**config.mk**
```make
export PLATFORM = sky130hd
export DESIGN_NAME = dcm_pulse_tracker
export DESIGN_NICKNAME = d
export VERILOG_FILES = /design/src/rtl/dcm_pulse_tracker.sv
export SDC_FILE = /design/constraint.sdc
export NUM_CORES = 1
export LEC_CHECK = 0
export BUFFER_PORTS_ARGS = -buffer_cell sky130_fd_sc_hd__buf_2
export CAP_MARGIN = 20
export CORE_ASPECT_RATIO = 1.2
export CORE_UTILIZATION = 52
export DETAILED_ROUTE_END_ITERATION = 6
export PLACE_DENSITY = 0.74
export REMOVE_ABC_BUFFERS = 1
export SKIP_LAST_GASP = 1
export SLEW_MARGIN = 30
export SYNTH_ARGS = -nofsm -noshare
export SYNTH_HDL_FRONTEND = slang
export SYNTH_SLANG_ARGS = --single-unit
```
**constraint.sdc**
```tcl
create_clock -name clk -period 6 [get_ports clk]
set_clock_uncertainty 0.15 [all_clocks]
set_input_delay 0.3 -clock clk [delete_from_list [all_inputs] [get_ports clk]]
set_output_delay 0.3 -clock clk [all_outputs]
set_load 0.01 [all_outputs]
```
**src/rtl/dcm_pulse_tracker.sv**
```systemverilog
// Encoder/tacho front end: synchronises and de-glitches one motor pulse line, tracks signed position, windowed speed and stall.
// Latency: pulse_strobe 2+FILTER_CYCLES edges after the first edge that samples pulse_in high; position one edge after that.
// Backpressure: none; every output is a free-running level or strobe, valid every cycle.
module dcm_pulse_tracker #(
    parameter int POS_WIDTH     = 24,
    parameter int FILTER_CYCLES = 4,
    parameter int SPEED_WINDOW  = 65536,
    parameter int STALL_CYCLES  = 1000000
) (
    input  logic                 clk,
    input  logic                 reset,
    input  logic                 pulse_in,
    input  logic                 dir_left,
    input  logic                 dir_right,
    input  logic                 pos_load,
    input  logic [POS_WIDTH-1:0] pos_load_value,
    output logic [POS_WIDTH-1:0] position,
    output logic                 pulse_strobe,
    output logic [7:0]           speed,
    output logic                 speed_valid,
    output logic                 stall
);

    localparam int FCW = (FILTER_CYCLES > 1) ? $clog2(FILTER_CYCLES) : 1;
    localparam int WW  = $clog2(SPEED_WINDOW);
    localparam int SCW = $clog2(STALL_CYCLES + 1);

    localparam logic [FCW-1:0] FILT_LAST = FCW'(FILTER_CYCLES - 1);
    localparam logic [WW-1:0]  WIN_LAST  = WW'(SPEED_WINDOW - 1);
    localparam logic [SCW-1:0] STALL_MAX = SCW'(STALL_CYCLES);

    logic           sync1;
    logic           sync2;
    logic           filt;
    logic           filt_q;
    logic [FCW-1:0] filt_cnt;
    logic           last_left;
    logic [7:0]     pulse_cnt;
    logic [7:0]     pulse_cnt_next;
    logic [WW-1:0]  win_cnt;
    logic [SCW-1:0] stall_cnt;
    logic           driving;
    logic [POS_WIDTH-1:0] pos_step;

    assign driving = dir_left ^ dir_right;
    // All ones (-1) when the last commanded direction was left, +1 otherwise.
    assign pos_step = {{(POS_WIDTH-1){last_left}}, 1'b1};
    assign pulse_cnt_next = (pulse_strobe && (pulse_cnt != 8'hFF)) ? pulse_cnt + 8'd1 : pulse_cnt;
    assign stall = (stall_cnt == STALL_MAX);

    always_ff @(posedge clk or negedge reset) begin
        if (!reset) begin
            sync1        <= 1'b0;
            sync2        <= 1'b0;
            filt         <= 1'b0;
            filt_q       <= 1'b0;
            filt_cnt     <= '0;
            pulse_strobe <= 1'b0;
        end else begin
            sync1        <= pulse_in;
            sync2        <= sync1;
            filt_q       <= filt;
            pulse_strobe <= filt & ~filt_q;
            // A new level is accepted only after FILTER_CYCLES consecutive disagreeing samples.
            if (sync2 != filt) begin
                if (filt_cnt == FILT_LAST) begin
                    filt     <= ~filt;
                    filt_cnt <= '0;
                end else begin
                    filt_cnt <= filt_cnt + FCW'(1);
                end
            end else begin
                filt_cnt <= '0;
            end
        end
    end

    always_ff @(posedge clk or negedge reset) begin
        if (!reset) begin
            last_left <= 1'b0;
            position  <= '0;
        end else begin
            if (driving) begin
                last_left <= dir_left;
            end
            // A load wins over a coincident strobe; the strobe still feeds speed and stall.
            if (pos_load) begin
                position <= pos_load_value;
            end else if (pulse_strobe) begin
                position <= position + pos_step;
            end
        end
    end

    always_ff @(posedge clk or negedge reset) begin
        if (!reset) begin
            win_cnt     <= '0;
            pulse_cnt   <= 8'd0;
            speed       <= 8'd0;
            speed_valid <= 1'b0;
        end else begin
            if (win_cnt == WIN_LAST) begin
                win_cnt     <= '0;
                speed       <= pulse_cnt_next;
                speed_valid <= 1'b1;
                pulse_cnt   <= 8'd0;
            end else begin
                win_cnt     <= win_cnt + WW'(1);
                speed_valid <= 1'b0;
                pulse_cnt   <= pulse_cnt_next;
            end
        end
    end

    always_ff @(posedge clk or negedge reset) begin
        if (!reset) begin
            stall_cnt <= '0;
        end else if (!driving || pulse_strobe) begin
            stall_cnt <= '0;
        end else if (stall_cnt != STALL_MAX) begin
            stall_cnt <= stall_cnt + SCW'(1);
        end
    end

endmodule

```
==> metrics.md <==
| Metric | Value |
|---|---|
| RSZ-0062 raised after global routing | `no` |
| Top-count cell post-synth | `dfrtp_1` |
| Reg2reg start | `last_left` |
| Most frequent cells after synthesis | `dfrtp_1 (85), nor2_1 (70), nand2_1 (38), a21oi_1 (34), o21ai_0 (28)` |
| CTS buffer count | `9` |
| H-tree Lvls | `3` |
| Worst hold endpoint | `position[8]` |
| R2r worst-path depth | `10` |
| Hold Vio Cnt, Final | `0` |
| Congestion Overflow GR | `0` |
| Max VDD drop | `0.214 mV` |
| Endpoints failing setup | `0` |
| Clk slew on worst S/H paths | `about 0.06 ns` |
| Peak Freq | `332 MHz` |
| R2r setup slk | `2.99 ns` |
| Total number of vias | `4196` |
| Slew @ Worst Pin | `0.798 ns` |
| CTS tree | `built` |
| GRT Overall Usage | `0.234` |
| CP max-delay cell | `fa_1` |
| Crit path DAT | `3.09 ns` |
| Share of cells above drive strength 1 | `0.169` |
| Maximum clock path buffer count | `2` |
| Crit. End Element | `register` |
| Max Slew Vio Count | `0` |
| Post-layout min period | `3.01 ns` |
| Total clock sinks | `85` |
| I/O Buffers | `64` |
| Top delay family on crit path | `compound AO/OA/AOI/OAI gates` |
| Chip Height | `about 110 um` |
| Synth Register Bits | `85` |
| Die W | `92.8 um` |
| Hold_sp | `pos_load_value[8]` |
| Hold Path Stages | `3` |
| Status | `complete, no violations` |
| Area delta synth->final | `13.9%` |
| Routed vias/inst | `5.72` |
| Hold Slack | `0.00628 ns` |
| Worst path cell trace | `buf_4 -> inv_1 -> fa_1 -> and2b_1 -> o2111ai_2 -> a21oi_2 -> o32ai_2 -> o31a_1 -> and3_1 -> or3_1` |
| Drt first pass iters | `4` |
| Core area | `between 0.009 and 0.01 mm^2` |
| Die footprint | `0.0103 mm^2` |
| Worst min path class | `primary input to register` |
| Leak pwr | `approximately 2.7 nW` |
| Initial DRC Count | `roughly 190` |
| Post-synth EDFFs | `0` |
| WP data required | `6.08 ns` |
| Placer Congestion | `0.909` |
| Bufs and invs on worst path | `2` |
| Final HPWL DP | `between 7000 and 8000 um` |
| Yosys warns | `0` |
| Synth Flop Type | `dfrtp_1` |
| Finished Layout Cells | `734` |
| Initial antenna violation count | `0` |
| Async set-reset flop share out of synthesis | `1.00` |
| First-pass GRT wire length | `19200 um` |
| Antenna Cells | `0` |
| DP Cell Count | `716` |
| Vias in the first global route | `4205` |
| Critical path peak fanout | `27` |
| Max stage delay on crit path | `0.38 ns` |
| DRC | `0` |
| Share of the synthesized area in the top cell type | `0.413` |
| Initial core utilization | `0.538` |
| Ranking of synthesized cells by area | `dfrtp_1 (41%), ha_1 (6.6%), nor2_1 (5.1%), xnor2_1 (4.6%), xor2_1 (4.4%)` |
| Clock tree root buffer cell | `clkbuf_16` |
| Area leader, netlist | `dfrtp_1` |
| Row cnt | `39` |
| Syn Inst Count | `544` |
| Largest net degree at the start of global routing | `57` |
| Fin nets | `664` |
| Unique cell type count in the Yosys netlist | `between 60 and 70` |
| PD cells | `between 400 and 500 mW/mm^2` |
| Slew HR | `0.468` |
| DR WL/cell | `15.1 um` |
| Post-Syn Area | `0.00515 mm^2` |
| Final ANT Viol Nets | `0` |
| Mean post-synth cell area | `roughly 9.5 um^2` |
| Final Routed Wirelength | `11100 um` |
| Worst Setup Path Type | `register to register` |
| Post-route clock period utilization | `0.502` |
| Worst setup SP type | `register` |
| I/O pin count | `65` |
| Worst R2R End | `position[20]` |
| Max Cap Viol | `0` |
| Utilization after layout | `0.613` |
| Clock latency on the worst-skew pair | `about 0.35 ns` |
| Total negative setup slack | `0 ns` |
| Seq/Total Area, Yosys | `0.413` |
==> report_power, final <==
part	leakage, nW	internal (mW)	switching (mW)	total, mW
Clock	0.177	0.450	0.236	0.685
Sequential	1.10	0.669	0.0903	0.759
Combinational	1.44	0.418	0.610	1.03
Total	2.72	1.54	0.935	2.47
==> layer usage <==
layer  GRT usage  wire, um  share of wire
met5           0         0              0
met1       0.293      4860           0.44
met2       0.389      5450           0.49
met3      0.0343       448          0.040
met4       0.120       331          0.030
==> final cells by class <==
| type | instances | area [um^2] |
|---|---|---|
| Clock inverter | 6 | 134 |
| Fill cell | 836 | 3700 |
| Sequential cell | 85 | 2130 |
| Multi-Input combinational cell | 422 | 2780 |
| Tap cell | 123 | 154 |
| Inverter | 18 | 67.6 |
| Timing Repair Buffer | 70 | 373 |
| Clock buffer | 10 | 229 |
==> logic make-up after synthesis <==
family          count (synthesis)  share of synthesized area
simple gates                  208                      0.203
buf+inv                        37                     0.0486
xor+xnor                       53                     0.0902
flops                          85                      0.413
compound gates                122                      0.153
mux                            11                     0.0219
fa+ha+maj                      28                     0.0695
==> placed cells by master, fill, tap and decap left out, drive strengths merged, types with 2 or more instances in the layout <==
| cell | instances |
|---|---|
| or4 | 2 |
| or3 | 2 |
| and2b | 2 |
| nand2b | 3 |
| ha | 27 |
| o211ai | 2 |
| a31oi | 5 |
| bufinv | 4 |
| a211o | 2 |
| a22oi | 7 |
| nand2 | 38 |
| o21ai | 30 |
| xnor2 | 27 |
| a21oi | 36 |
| dfrtp | 85 |
| o21bai | 4 |
| nand3 | 27 |
| o21a | 4 |
| nor4 | 6 |
| and3 | 8 |
| xor2 | 26 |
| nor3b | 2 |
| a21o | 13 |
| nor2b | 8 |
| nor4b | 2 |
| mux2 | 2 |
| inv | 19 |
| nand3b | 4 |
| clkbuf | 10 |
| a211oi | 7 |
| a22o | 2 |
| dlygate4sd3 | 2 |
| buf | 68 |
| and2 | 2 |
| nand4 | 13 |
| nor3 | 15 |
| mux2i | 9 |
| nor2 | 71 |
==> state kept, by name, summed over array words and instances (netlist names) <==
register and count:
position 24, stall_cnt 20, win_cnt 16, pulse_cnt 8, speed 8, filt_cnt 2
filt 1, filt_q 1, last_left 1, pulse_strobe 1, speed_valid 1, sync1 1
sync2 1
==> tightest hold or removal path, stage by stage <==
cell and delay, ns:
buf_2 0.07, nand2_1 0.04, o21ai_0 0.06
==> what timing repair did <==
item | in CTS | in global routing
hold buffers | 2 | 0
endpoints found under the setup margin | 0 | 0
resized for setup | 0 | 0
buffers inserted | 0 | 0
endpoints found under the hold margin | 30 | 0
==> worst max-delay path by stage <==
stage	startpoint	end	slack (ns)	cells past startpoint
final	last_left	position[20]	2.99	10
after global routing	last_left	position[20]	2.77	10
after CTS	last_left	position[20]	2.98	10
after detailed placement	last_left	position[20]	3.02	10
after global placement	last_left	position[20]	3.09	10
after floorplan	last_left	position[20]	3.03	9
==> metrics by stage <==
step                      total power [mW]  cell area [um^2]  setup WS [ns]
final                                 2.47              5860           2.99
after global routing                  2.64              5860           2.77
after CTS                             2.48              5860           2.98
after detailed placement              1.78              5480           3.02
after global placement                1.75              5480           3.09
after floorplan                       1.49              4960           3.03
(Power assumes the default switching activity.)
